File: src/rtl/dp_cmd_sequencer_if.sv
// Command, response and Datapath-drive signals of dp_cmd_sequencer.
// The sequencer uses the master modport; the command source and the Datapath side use slave.
interface dp_cmd_sequencer_if #(
   parameter int DATA_W = 32,
   parameter int REG_AW = 4
);
   logic              cmd_valid;
   logic              cmd_ready;
   logic [3:0]        cmd_op;
   logic [REG_AW-1:0] cmd_rd;
   logic [REG_AW-1:0] cmd_rn;
   logic [REG_AW-1:0] cmd_rm;
   logic [REG_AW-1:0] cmd_ra;
   logic [DATA_W-1:0] cmd_imm;

   logic [REG_AW-1:0] RA1;
   logic [REG_AW-1:0] RA2;
   logic [REG_AW-1:0] RA3;
   logic [REG_AW-1:0] WA;
   logic [DATA_W-1:0] WD;
   logic              RegWrite;
   logic [2:0]        ALUControl;
   logic              MLA_Select;
   logic [DATA_W-1:0] ALUResult;

   logic              rsp_valid;
   logic              rsp_ready;
   logic [DATA_W-1:0] rsp_data;
   logic              rsp_err;

   modport master (
      input  cmd_valid, cmd_op, cmd_rd, cmd_rn, cmd_rm, cmd_ra, cmd_imm,
      input  ALUResult, rsp_ready,
      output cmd_ready, RA1, RA2, RA3, WA, WD, RegWrite, ALUControl, MLA_Select,
      output rsp_valid, rsp_data, rsp_err
   );

   modport slave (
      output cmd_valid, cmd_op, cmd_rd, cmd_rn, cmd_rm, cmd_ra, cmd_imm,
      output ALUResult, rsp_ready,
      input  cmd_ready, RA1, RA2, RA3, WA, WD, RegWrite, ALUControl, MLA_Select,
      input  rsp_valid, rsp_data, rsp_err
   );
endinterface

File: src/rtl/dp_cmd_sequencer.sv
// Command-driven initiator for the register-file/ALU Datapath: one command in, one response out.
// Optional DP_SEQ_PERF_CNT_EN adds the retire_cnt output (count of retired responses).
//
// state  | meaning
// IDLE   | cmd_ready high, waiting for a command
// EXEC   | read addresses and ALU op driven, waiting WAIT_CYC cycles for the ALU to settle
// WB     | one-cycle register write of the result to rd
// RSP    | response held until rsp_ready
module dp_cmd_sequencer #(
   parameter int DATA_W   = 32,
   parameter int REG_AW   = 4,
   parameter int WAIT_CYC = 1
) (
   input  logic clk,
   input  logic reset,
   dp_cmd_sequencer_if.master bus
`ifdef DP_SEQ_PERF_CNT_EN
   ,
   output logic [31:0] retire_cnt
`endif
);

   localparam logic [1:0] S_IDLE = 2'd0;
   localparam logic [1:0] S_EXEC = 2'd1;
   localparam logic [1:0] S_WB   = 2'd2;
   localparam logic [1:0] S_RSP  = 2'd3;

   localparam logic [3:0] OP_MLA    = 4'b0100;
   localparam logic [3:0] OP_LDI    = 4'b0111;
   localparam logic [3:0] WAIT_LAST = 4'(WAIT_CYC - 1);

   logic [1:0]        r_state;
   logic [3:0]        r_wait;
   logic [REG_AW-1:0] r_rd;
   logic [DATA_W-1:0] r_result;

   logic              r_cmd_ready;
   logic [REG_AW-1:0] r_ra1;
   logic [REG_AW-1:0] r_ra2;
   logic [REG_AW-1:0] r_ra3;
   logic [REG_AW-1:0] r_wa;
   logic [DATA_W-1:0] r_wd;
   logic              r_regwrite;
   logic [2:0]        r_aluctl;
   logic              r_mla;
   logic              r_rsp_valid;
   logic [DATA_W-1:0] r_rsp_data;
   logic              r_rsp_err;

   assign bus.cmd_ready  = r_cmd_ready;
   assign bus.RA1        = r_ra1;
   assign bus.RA2        = r_ra2;
   assign bus.RA3        = r_ra3;
   assign bus.WA         = r_wa;
   assign bus.WD         = r_wd;
   assign bus.RegWrite   = r_regwrite;
   assign bus.ALUControl = r_aluctl;
   assign bus.MLA_Select = r_mla;
   assign bus.rsp_valid  = r_rsp_valid;
   assign bus.rsp_data   = r_rsp_data;
   assign bus.rsp_err    = r_rsp_err;

   // Every output is set on the edge that enters the state that owns it (Moore, registered).
   always_ff @(posedge clk or posedge reset) begin
      if (reset) begin
         r_state     <= S_IDLE;
         r_wait      <= '0;
         r_rd        <= '0;
         r_result    <= '0;
         r_cmd_ready <= 1'b1;
         r_ra1       <= '0;
         r_ra2       <= '0;
         r_ra3       <= '0;
         r_wa        <= '0;
         r_wd        <= '0;
         r_regwrite  <= 1'b0;
         r_aluctl    <= 3'b000;
         r_mla       <= 1'b0;
         r_rsp_valid <= 1'b0;
         r_rsp_data  <= '0;
         r_rsp_err   <= 1'b0;
      end else begin
         case (r_state)
            S_IDLE: begin
               if (bus.cmd_valid && r_cmd_ready) begin
                  r_cmd_ready <= 1'b0;
                  r_rd        <= bus.cmd_rd;
                  if (bus.cmd_op[3]) begin
                     r_result    <= '0;
                     r_rsp_valid <= 1'b1;
                     r_rsp_data  <= '0;
                     r_rsp_err   <= 1'b1;
                     r_state     <= S_RSP;
                  end else if (bus.cmd_op == OP_LDI) begin
                     r_result   <= bus.cmd_imm;
                     r_wa       <= bus.cmd_rd;
                     r_wd       <= bus.cmd_imm;
                     r_regwrite <= 1'b1;
                     r_state    <= S_WB;
                  end else begin
                     r_ra1    <= bus.cmd_rn;
                     r_ra2    <= bus.cmd_rm;
                     r_ra3    <= bus.cmd_ra;
                     r_aluctl <= bus.cmd_op[2:0];
                     r_mla    <= (bus.cmd_op == OP_MLA);
                     r_wait   <= WAIT_LAST;
                     r_state  <= S_EXEC;
                  end
               end
            end
            S_EXEC: begin
               if (r_wait == 4'd0) begin
                  r_result   <= bus.ALUResult;
                  r_ra1      <= '0;
                  r_ra2      <= '0;
                  r_ra3      <= '0;
                  r_aluctl   <= 3'b000;
                  r_mla      <= 1'b0;
                  r_wa       <= r_rd;
                  r_wd       <= bus.ALUResult;
                  r_regwrite <= 1'b1;
                  r_state    <= S_WB;
               end else begin
                  r_wait <= r_wait - 4'd1;
               end
            end
            S_WB: begin
               r_regwrite  <= 1'b0;
               r_wa        <= '0;
               r_wd        <= '0;
               r_rsp_valid <= 1'b1;
               r_rsp_data  <= r_result;
               r_rsp_err   <= 1'b0;
               r_state     <= S_RSP;
            end
            default: begin
               // Retire edge only reopens cmd_ready, so a new accept happens one edge later.
               if (bus.rsp_ready) begin
                  r_rsp_valid <= 1'b0;
                  r_rsp_data  <= '0;
                  r_rsp_err   <= 1'b0;
                  r_cmd_ready <= 1'b1;
                  r_state     <= S_IDLE;
               end
            end
         endcase
      end
   end

`ifdef DP_SEQ_PERF_CNT_EN
   logic [31:0] r_retire_cnt;

   always_ff @(posedge clk or posedge reset) begin
      if (reset) begin
         r_retire_cnt <= '0;
      end else if (r_rsp_valid && bus.rsp_ready) begin
         r_retire_cnt <= r_retire_cnt + 32'd1;
      end
   end

   assign retire_cnt = r_retire_cnt;
`endif

endmodule

File: src/flat_wrapper.sv
// flat-port wrapper written by rule: the top's interface ports become plain ports
module dp_cmd_sequencer_flat 
#(
   parameter int DATA_W   = 32,
   parameter int REG_AW   = 4,
   parameter int WAIT_CYC = 1
)
  (clk, reset, bus_cmd_valid, bus_cmd_op, bus_cmd_rd, bus_cmd_rn, bus_cmd_rm, bus_cmd_ra, bus_cmd_imm, bus_ALUResult, bus_rsp_ready, bus_cmd_ready, bus_RA1, bus_RA2, bus_RA3, bus_WA, bus_WD, bus_RegWrite, bus_ALUControl, bus_MLA_Select, bus_rsp_valid, bus_rsp_data, bus_rsp_err);
  dp_cmd_sequencer_if #(.DATA_W(DATA_W), .REG_AW(REG_AW)) bus_i ();
  input  logic clk;
  input  logic reset;
  input wire logic [$bits(bus_i.cmd_valid)-1:0] bus_cmd_valid;
  input wire logic [$bits(bus_i.cmd_op)-1:0] bus_cmd_op;
  input wire logic [$bits(bus_i.cmd_rd)-1:0] bus_cmd_rd;
  input wire logic [$bits(bus_i.cmd_rn)-1:0] bus_cmd_rn;
  input wire logic [$bits(bus_i.cmd_rm)-1:0] bus_cmd_rm;
  input wire logic [$bits(bus_i.cmd_ra)-1:0] bus_cmd_ra;
  input wire logic [$bits(bus_i.cmd_imm)-1:0] bus_cmd_imm;
  input wire logic [$bits(bus_i.ALUResult)-1:0] bus_ALUResult;
  input wire logic [$bits(bus_i.rsp_ready)-1:0] bus_rsp_ready;
  output wire logic [$bits(bus_i.cmd_ready)-1:0] bus_cmd_ready;
  output wire logic [$bits(bus_i.RA1)-1:0] bus_RA1;
  output wire logic [$bits(bus_i.RA2)-1:0] bus_RA2;
  output wire logic [$bits(bus_i.RA3)-1:0] bus_RA3;
  output wire logic [$bits(bus_i.WA)-1:0] bus_WA;
  output wire logic [$bits(bus_i.WD)-1:0] bus_WD;
  output wire logic [$bits(bus_i.RegWrite)-1:0] bus_RegWrite;
  output wire logic [$bits(bus_i.ALUControl)-1:0] bus_ALUControl;
  output wire logic [$bits(bus_i.MLA_Select)-1:0] bus_MLA_Select;
  output wire logic [$bits(bus_i.rsp_valid)-1:0] bus_rsp_valid;
  output wire logic [$bits(bus_i.rsp_data)-1:0] bus_rsp_data;
  output wire logic [$bits(bus_i.rsp_err)-1:0] bus_rsp_err;
  assign bus_i.cmd_valid = bus_cmd_valid;
  assign bus_i.cmd_op = bus_cmd_op;
  assign bus_i.cmd_rd = bus_cmd_rd;
  assign bus_i.cmd_rn = bus_cmd_rn;
  assign bus_i.cmd_rm = bus_cmd_rm;
  assign bus_i.cmd_ra = bus_cmd_ra;
  assign bus_i.cmd_imm = bus_cmd_imm;
  assign bus_i.ALUResult = bus_ALUResult;
  assign bus_i.rsp_ready = bus_rsp_ready;
  assign bus_cmd_ready = bus_i.cmd_ready;
  assign bus_RA1 = bus_i.RA1;
  assign bus_RA2 = bus_i.RA2;
  assign bus_RA3 = bus_i.RA3;
  assign bus_WA = bus_i.WA;
  assign bus_WD = bus_i.WD;
  assign bus_RegWrite = bus_i.RegWrite;
  assign bus_ALUControl = bus_i.ALUControl;
  assign bus_MLA_Select = bus_i.MLA_Select;
  assign bus_rsp_valid = bus_i.rsp_valid;
  assign bus_rsp_data = bus_i.rsp_data;
  assign bus_rsp_err = bus_i.rsp_err;
  dp_cmd_sequencer #(.DATA_W(DATA_W), .REG_AW(REG_AW), .WAIT_CYC(WAIT_CYC)) u_core (.clk(clk), .reset(reset), .bus(bus_i));
endmodule
File: config.mk
export PLATFORM = sky130hd
export DESIGN_NAME = dp_cmd_sequencer_flat
export DESIGN_NICKNAME = d
export VERILOG_FILES = /design/src/rtl/dp_cmd_sequencer_if.sv /design/src/rtl/dp_cmd_sequencer.sv /design/src/flat_wrapper.sv
export SDC_FILE = /design/constraint.sdc
export NUM_CORES = 1
export LEC_CHECK = 0
export BUFFER_PORTS_ARGS = -buffer_cell sky130_fd_sc_hd__buf_2
export CORE_ASPECT_RATIO = 1.75
export CORE_UTILIZATION = 47
export DETAILED_ROUTE_END_ITERATION = 10
export PLACE_DENSITY = 0.85
export REMOVE_ABC_BUFFERS = 1
export SKIP_LAST_GASP = 1
export SLEW_MARGIN = 20
export SYNTH_ARGS = -nofsm -noshare
export SYNTH_HDL_FRONTEND = slang
export SYNTH_SLANG_ARGS = --single-unit
export TNS_END_PERCENT = 10
File: constraint.sdc
create_clock -name clk -period 4.2 [get_ports clk]
set_input_delay 0.63 -clock clk [delete_from_list [all_inputs] [get_ports clk]]
set_output_delay 0.63 -clock clk [all_outputs]
set_load 0.02 [all_outputs]
Word level (Yosys, flattened, before mapping)
Index checks and enable logic that the tools add are counted.

cells by class
  $add $sub $neg = 1
  multiply operators = 0
  div/mod/pow operators = 0
  magnitude comparators = 0
  equal/unequal tests = 12
  shift operators = 0
  muxes and demuxes = 64
  bitwise logic cells = 2
  reduce and logical (&&, ||, !) cells = 17

operator list
  cell                                               number
  2-to-1 mux 32 bit                                  9
  case mux 32 bit (3 select lines)                   2
  2-to-1 mux 4 bit                                   18
  case mux 32 bit (2 select lines)                   1
  case mux 4 bit (2 select lines)                    4
  AND reduction 5 bit                                3
  2-to-1 mux 1 bit                                   13
  2-to-1 mux 3 bit                                   4
  case mux 4 bit (3 select lines)                    1
  2-to-1 mux 2 bit                                   5
  case mux 1 bit (3 select lines)                    3
  == test 4 x 3 -> 1 bit (second input constant)     2
  != test 2 bit (second input constant)              4
  AND reduction 4 bit                                2
  != test 2 x 1 -> 1 bit (second input constant)     3
  case mux 2 bit (3 select lines)                    1
  case mux 3 bit (2 select lines)                    1
  AND reduction 3 bit                                2
  nonzero test 3 bit                                 2
  zero test 4 bit                                    1
  case mux 1 bit (2 select lines)                    2
  nonzero test 2 bit                                 2
  nonzero test 4 bit                                 1
  subtractor 4 x 1 -> 4 bit (second input constant)  1
  other kinds (8)                                    9

storage, ports and cells
  register bits after elaboration = 130
  bits in latches = 0
  memory bits (writable) = 0
  memory bits (read-only) = 0
  bits of input ports = 88
  output and inout bits = 88
  logic and storage cells = 112
  memories = 0

Longest topological paths before layout
Gate-level depths: netlist of run 1.

  depth in word-level cells = 5
  depth in mapped cells = 9
  depth with buffers taken out = 6

Worst setup path after synthesis of run 1
Ideal clock, no wire load.

  path kind = reg-to-reg
  start = register u_core.r_state[1]
  end = register u_core.r_wa[0] (netlist: u_core.bus.WA[0])
  setup time = 0.128 ns
  arrival = 1.942 ns
  data required time = 4.072 ns
  setup slack = 2.131 ns
  cell stages (with the launch flop) = 9
  buffers on the path = 3
  period minus slack after synthesis = 2.069 ns
  cell sequence = dfrtp_1 inv_1 ha_1 buf_2 a21boi_2 nand4b_1 buf_2 buf_6 mux2_1

between the ends
  longest elaborated chain between the ends = 3
  elaborated cells between the ends (all ways) = 10
  those cells by class = eq/ne: 6; mux: 1; reduce/logical: 3

RTL lines
  element                                                         line                     text
  start, declared                                                 dp_cmd_sequencer.sv:32   logic [1:0] r_state;
  start signal, assigned                                          dp_cmd_sequencer.sv:66   r_state <= S_IDLE;
  start signal, assigned                                          dp_cmd_sequencer.sv:93   r_state <= S_RSP;
  start signal, assigned                                          dp_cmd_sequencer.sv:99   r_state <= S_WB;
  == test 2 x 1 -> 1 bit, or another cell as far along            dp_cmd_sequencer.sv:83   case (r_state)
  != test 2 x 1 -> 1 bit (no line), or another cell as far along  -
  AND reduction 5 bit (no line)                                   -
  end signal, assigned                                            dp_cmd_sequencer.sv:96   r_wa <= bus.cmd_rd;
  end signal, assigned                                            dp_cmd_sequencer.sv:119  r_wa <= r_rd;
  end, declared                                                   dp_cmd_sequencer.sv:41   logic [REG_AW-1:0] r_wa;

Several ways; a longest one is shown, not always the timed one.
A chain may end at the register's enable or synchronous reset.

Worst setup path after layout of run 1
  start = register u_core.r_state[1]
  end = register u_core.r_mla (netlist: u_core.bus.MLA_Select)

between the ends
  longest elaborated chain between the ends = 3
  elaborated cells between the ends (all ways) = 9
  those cells by class = eq/ne: 5; mux: 1; reduce/logical: 3

RTL lines
  element                                                         line                     text
  == test 2 x 1 -> 1 bit or zero test 2 bit (tied branches)       dp_cmd_sequencer.sv:83
  != test 2 x 1 -> 1 bit (no line), or another cell as far along  -
  AND reduction 5 bit (no line)                                   -
  end signal, assigned                                            dp_cmd_sequencer.sv:105  r_mla <= (bus.cmd_op == OP_MLA);
  end, declared                                                   dp_cmd_sequencer.sv:45   logic r_mla;

Several ways; a longest one is shown, not always the timed one.

==> results of run 1 <==
-- worst max-delay path by stage --
stage,from,endpoint,cells past startpoint,slack [ns]
after floorplan,u_core.r_state[1],u_core.bus.rsp_err,4,-0.69
after global placement,u_core.r_state[1],u_core.bus.MLA_Select,7,1.06
after detailed placement,u_core.r_state[1],u_core.bus.MLA_Select,7,0.99
after CTS,u_core.r_state[1],u_core.bus.MLA_Select,7,0.97
after global routing,u_core.r_state[1],u_core.r_result[17],8,0.71
final,u_core.r_state[1],u_core.bus.MLA_Select,7,0.95
-- layout make-up --
cell class | instances | area share [%]
Sequential cell | 130 | 42.4
Clock buffer | 19 | 5.90
Multi-Input combinational cell | 352 | 29.9
Timing Repair Buffer | 186 | 12.7
Clock inverter | 13 | 2.69
Tap cell | 168 | 2.74
Inverter | 74 | 3.65
-- per-stage QoR --
step / setup TNS [ns] / instances
5_1_grt: 0 / 942
6_report: 0 / 942
2_1_floorplan: -19.96 / 556
3_5_place_dp: 0 / 909
3_3_place_gp: 0 / 909
4_1_cts: 0 / 941
-- flip-flops by register name (all words and copies together), names as in the netlist --
register	flops
u_core.bus.ALUControl	3
u_core.bus.MLA_Select	1
u_core.bus.RA1	4
u_core.bus.RA2	4
u_core.bus.RA3	4
u_core.bus.RegWrite	1
u_core.bus.WA	4
u_core.bus.WD	32
u_core.bus.cmd_ready	1
u_core.bus.rsp_data	32
u_core.bus.rsp_err	1
u_core.bus.rsp_valid	1
u_core.r_rd	4
u_core.r_result	32
u_core.r_state	2
u_core.r_wait	4
-- placed cells by master, fill, tap and decap left out, types with 5 or more instances in the layout --
master	n
buf_2	175
dfrtp_1	129
inv_1	73
nand3_1	71
a21oi_1	69
o21ai_0	41
mux2_1	37
o21ai_1	34
a22oi_1	32
clkbuf_16	17
a22o_1	15
buf_4	9
nor2_1	8
nand2_1	5
ha_1	5
bufinv_16	5
-- per-layer routing --
metal  vias to the layer above  wire (um)  global-route usage (%)
li1                       2435          -                       -
met1                      2484       5870                    27.5
met2                       194       8320                    42.6
met3                        40        701                    4.73
met4                         0        620                    12.2
met5                         -          0                       0
-- power by group --
group / internal [mW] / total (mW) / switching (mW)
Clock: 1.08 / 1.64 / 0.551
Sequential: 1.27 / 1.28 / 0.00826
Combinational: 0.0650 / 0.178 / 0.113
-- kinds of logic after synthesis --
| group | synth area share (%) |
|---|---|
| AOI/OAI and AO/OA | 19.6 |
| adders and majority gates | 1.45 |
| buffers and inverters | 8.42 |
| DFF | 53.9 |
| muxes | 7.82 |
| and+or+nand+nor | 8.77 |
==> results.toml, run 1 <==
[hold_path]
holdCritPathClass = "input port to async pin"

[cells_and_area]
diodes = 0
seq_area_um2 = 3250
fin_nets = 856
drive_gt1_share_pct = 29.5
area_growth_pct = 27.1
fin_util_pct = 61.4
fin_area_um2 = 7670
nFillCells = 1032
multi_input_area_um2 = 2290

[clock_network]
clock_latency_ns = 0.41
cts_buffers = 17
clkSlewWorstSetupHoldPaths_ns = 0.05
cts_resized = 0
max-clock-path-buffers = 2
tritoncts = "built"
cts_setup_buffers = 0
cts_root_buf = "clkbuf_16"
htreeDepth = 4
clock-sinks = 130
holdBufCountCts = 0

[critical_path]
reg2reg_to = "u_core.bus.MLA_Select"
timing.rr.start = "u_core.r_state[1]"
path_max_fanout = 39
crit_family = "simple AND/OR/NAND/NOR gates"
path_cells = "inv_1 > ha_2 > buf_4 > nor2b_1 > a21oi_1 > or3b_1 > mux2_4"
cpMaxStageDelayCell = "ha_2"
crit_path_max_incr_delay_ns = 0.68
ff2ff_path_depth = 7
crit_type = "flip-flop to flip-flop"
cp.required_ns = 4.49
cp.arrival_ns = 3.55
end_kind = "flip-flop"
ff2ff_setup_slack_ns = 0.95
path_buf_inv = 2
cp-start-kind = "flip-flop"

[sta]
rsz0062_at_grt = "no"
slew_violations = 0
fmax_mhz = 307
setup_ws_ns = 0.948
fin_crit_ns = 3.25
fin_crit_sh_pct = 77.4
hold_ws_ns = 0.362
fin_skew_ns = 0.00611
worst_pin_slew_ns = 1.02
maxSlewHeadroom_pct = 31.8
hold_viol = 0
report.final.setup_viol = 0

[floorplan]
core_area_um2 = 12500
start_util_pct = 48.3
num_rows = 54
fp.dieH_um = 152
die_x_um = 87.7
io_pins = 176
die_area_um2 = 13300

[grt]
grt_pass1_vias = 5077
grt-ovfl-total = 0
grt_first_pass_wirelength_um = 25000
grt_max_degree = 70
grt_usage_pct = 24.3
antenna_found_initial = 0

[yosys]
synth_area_leaders = "dfrtp_1 53%, mux2_1 6.9%, nand3_1 5.9%, a21oi_1 5.7%, inv_1 4.6%"
synth_area_um2 = 6040
synth_commonest_cells = "129 x dfrtp_1, 74 x inv_1, 71 x nand3_1"
yosysMostFrequentCell = "dfrtp_1"
synth_seq_cells = 130
yosys.area.top_type_share_pct = 53.5
yosysTopAreaCell = "dfrtp_1"
syn_avg_cell_area_um2 = 9.99
synth_edf_count = 0
ys_types = 40
ys.flop_type = "dfrtp_1"
ys_warn_count = 0
ys_seq_area_share_pct = 53.9
synthArstFlopShare_pct = 100
netlist_instances = 604

[drt]
drt-initial-drc-count = 337
viasPerCell = 5.47
drc = 0
wl_um = 15500
ant_nets = 0
routedWlPerCell_um = 16.5
first_pass_iters = 5
vias = 5153

[placed_design]
dp_hpwl_um = 10600
place_congestion = 0.829
io_buffers = 175
dpl_worst_slack_ns = 0.988
place_area_um2 = 7000

[power]
ir_worst_vdd_uv = 293
p_leak_nw = 4.07
powerDensity_nw_per_um2 = 403
finalPower_mw = 3.09

[run]
drv_cap = 0

[outcome]
outcome = "finished clean"
Note: power is estimated with default switching activity, not from simulation.
==> run 2: changes to the inputs <==
--- a/config.mk
+++ b/config.mk
@@ -7,9 +7,9 @@
 export LEC_CHECK = 0
 export BUFFER_PORTS_ARGS = -buffer_cell sky130_fd_sc_hd__buf_2
 export CORE_ASPECT_RATIO = 1.75
-export CORE_UTILIZATION = 47
+export CORE_UTILIZATION = 52
 export DETAILED_ROUTE_END_ITERATION = 10
-export PLACE_DENSITY = 0.85
+export PLACE_DENSITY = 0.89
 export REMOVE_ABC_BUFFERS = 1
 export SKIP_LAST_GASP = 1
 export SLEW_MARGIN = 20
==> constraint.sdc (replaced) <==
create_clock -name clk -period 3.3 [get_ports clk]
set_input_delay 0.495 -clock clk [delete_from_list [all_inputs] [get_ports clk]]
set_output_delay 0.495 -clock clk [all_outputs]
set_load 0.02 [all_outputs]
==> results.toml, run 2 (synthesized netlist as in run 1, its figures left out) <==
[outcome]
outcome = "finished clean"

[critical_path]
cp.required_ns = 3.63
cp-start-kind = "flip-flop"
end_kind = "flip-flop"
crit_type = "flip-flop to flip-flop"
path_max_fanout = 44
cp.arrival_ns = 2.93

[sta]
fin_crit_ns = 2.60
rsz0062_at_grt = "no"
maxSlewHeadroom_pct = 41.0
fin_skew_ns = 0.0177
fmax_mhz = 385
fin_crit_sh_pct = 78.8
hold_viol = 0
report.final.setup_viol = 0
worst_pin_slew_ns = 0.883
slew_violations = 0

[cells_and_area]
area_growth_pct = 26.1
fin_util_pct = 67.8
final_cell_mix = "175 x buf_2, 129 x dfrtp_1, 73 x inv_1"
diodes = 0
fin_nets = 859
layout_commonest_cell = "buf_2"
drive_gt1_share_pct = 29.7
instances_no_fill = 909

[grt]
grt_first_pass_wirelength_um = 25100
grt_max_degree = 66
grt-ovfl-total = 0
use_met2_pct = 47.9
gr-usage-met1_pct = 29.3
met3_usage_pct = 6.05
grt_usage_pct = 26.9
antenna_found_initial = 2
top_usage_layer = "met2"
grt_pass1_vias = 5136

[floorplan]
io_pins = 176
num_rows = 51
fp.dieH_um = 145
start_util_pct = 53.7
die_x_um = 83.4
core_area_um2 = 11200
die_area_um2 = 12100

[clock_network]
cts_resized = 0
holdBufCountCts = 0
htreeDepth = 4
clock_latency_ns = 0.42
max-clock-path-buffers = 2
clock-sinks = 130
cts_buffers = 17
clkSlewWorstSetupHoldPaths_ns = 0.06
tritoncts = "built"
cts_root_buf = "clkbuf_16"
cts_setup_buffers = 0

[hold_path]
holdCritPathClass = "input port to async pin"

[power]
powerDensity_nw_per_um2 = 496
ir_worst_vdd_uv = 408
p_leak_nw = 4.06

[placed_design]
io_buffers = 175
place_congestion = 0.840
dp_hpwl_um = 10500
dp.cells = 876

[drt]
wl_um = 15700
drc = 0
ant_nets = 0
viasPerCell = 5.80
first_pass_iters = 5
routedWlPerCell_um = 17.3
vias = 5268
drt-initial-drc-count = 320

[run]
drv_cap = 0
## run 2: cell types whose count changed in the layout (fill, tap and decap cells not counted), sizes merged
cell	previous run	this run
clkbuf	19	17
buf	186	189
bufinv	5	3
clkinv	5	7
inv	75	77
## run 2: report_power, final
group | switching, mW | internal [mW] | total, mW
clock network | 0.731 | 1.19 | 1.93
registers | 0.0113 | 1.62 | 1.63
logic | 0.140 | 0.0829 | 0.223
## run 2: per-stage QoR
stage	area (um2)	TNS (ns)	hold slack, ns	setup slack, ns	power, mW
after floorplan	5810	-185.38	0.449	-1.59	1.76
after global placement	6990	0	0.462	0.543	1.87
after detailed placement	6990	0	0.474	0.437	1.88
after CTS	7600	0	0.173	0.380	3.81
after global routing	7610	0	0.220	0.517	3.89
final	7610	0	0.162	0.701	3.77
## run 2: final timing paths
kind / startpoint / end / slack (ns) / depth (start not counted)
hold / removal: reset / u_core.bus.RA2[3] / 0.16 / 2
hold reg to reg: u_core.bus.WD[4] / u_core.bus.WD[4] / 0.49 / 1
setup / recovery: u_core.r_state[0] / u_core.bus.rsp_data[17] / 0.70 / 8
setup reg to reg: u_core.r_state[0] / u_core.bus.rsp_data[17] / 0.70 / 8
max in group asynchronous: reset / u_core.bus.cmd_ready / 2.37 / 3
min in group clk: bus_cmd_rm[3] / u_core.bus.RA2[3] / 0.30 / 2
## run 2: cell type report
cell class                      instances  area (um2)
Sequential cell                       130        3250
Inverter                               74         280
Multi-Input combinational cell        352        2290
Fill cell                             854        3620
Tap cell                              132         165
Clock buffer                           17         425
Timing Repair Buffer                  189        1010
Clock inverter                         15         181
## run 2: worst max-delay path, cell delays in order (launching register included)
cell and delay, ns:
dfrtp_1 0.42, inv_1 0.11, ha_1 0.30, a21boi_2 0.25, nor4_4 0.50, buf_6 0.24
buf_4 0.41, nand3_1 0.14, o21ai_1 0.10
## run 2: per-layer routing
layer / vias up / part of all wire (%)
met5: - / 0.18
met1: 2566 / 37
li1: 2445 / -
met2: 205 / 54
met3: 48 / 5.0
met4: 4 / 3.8
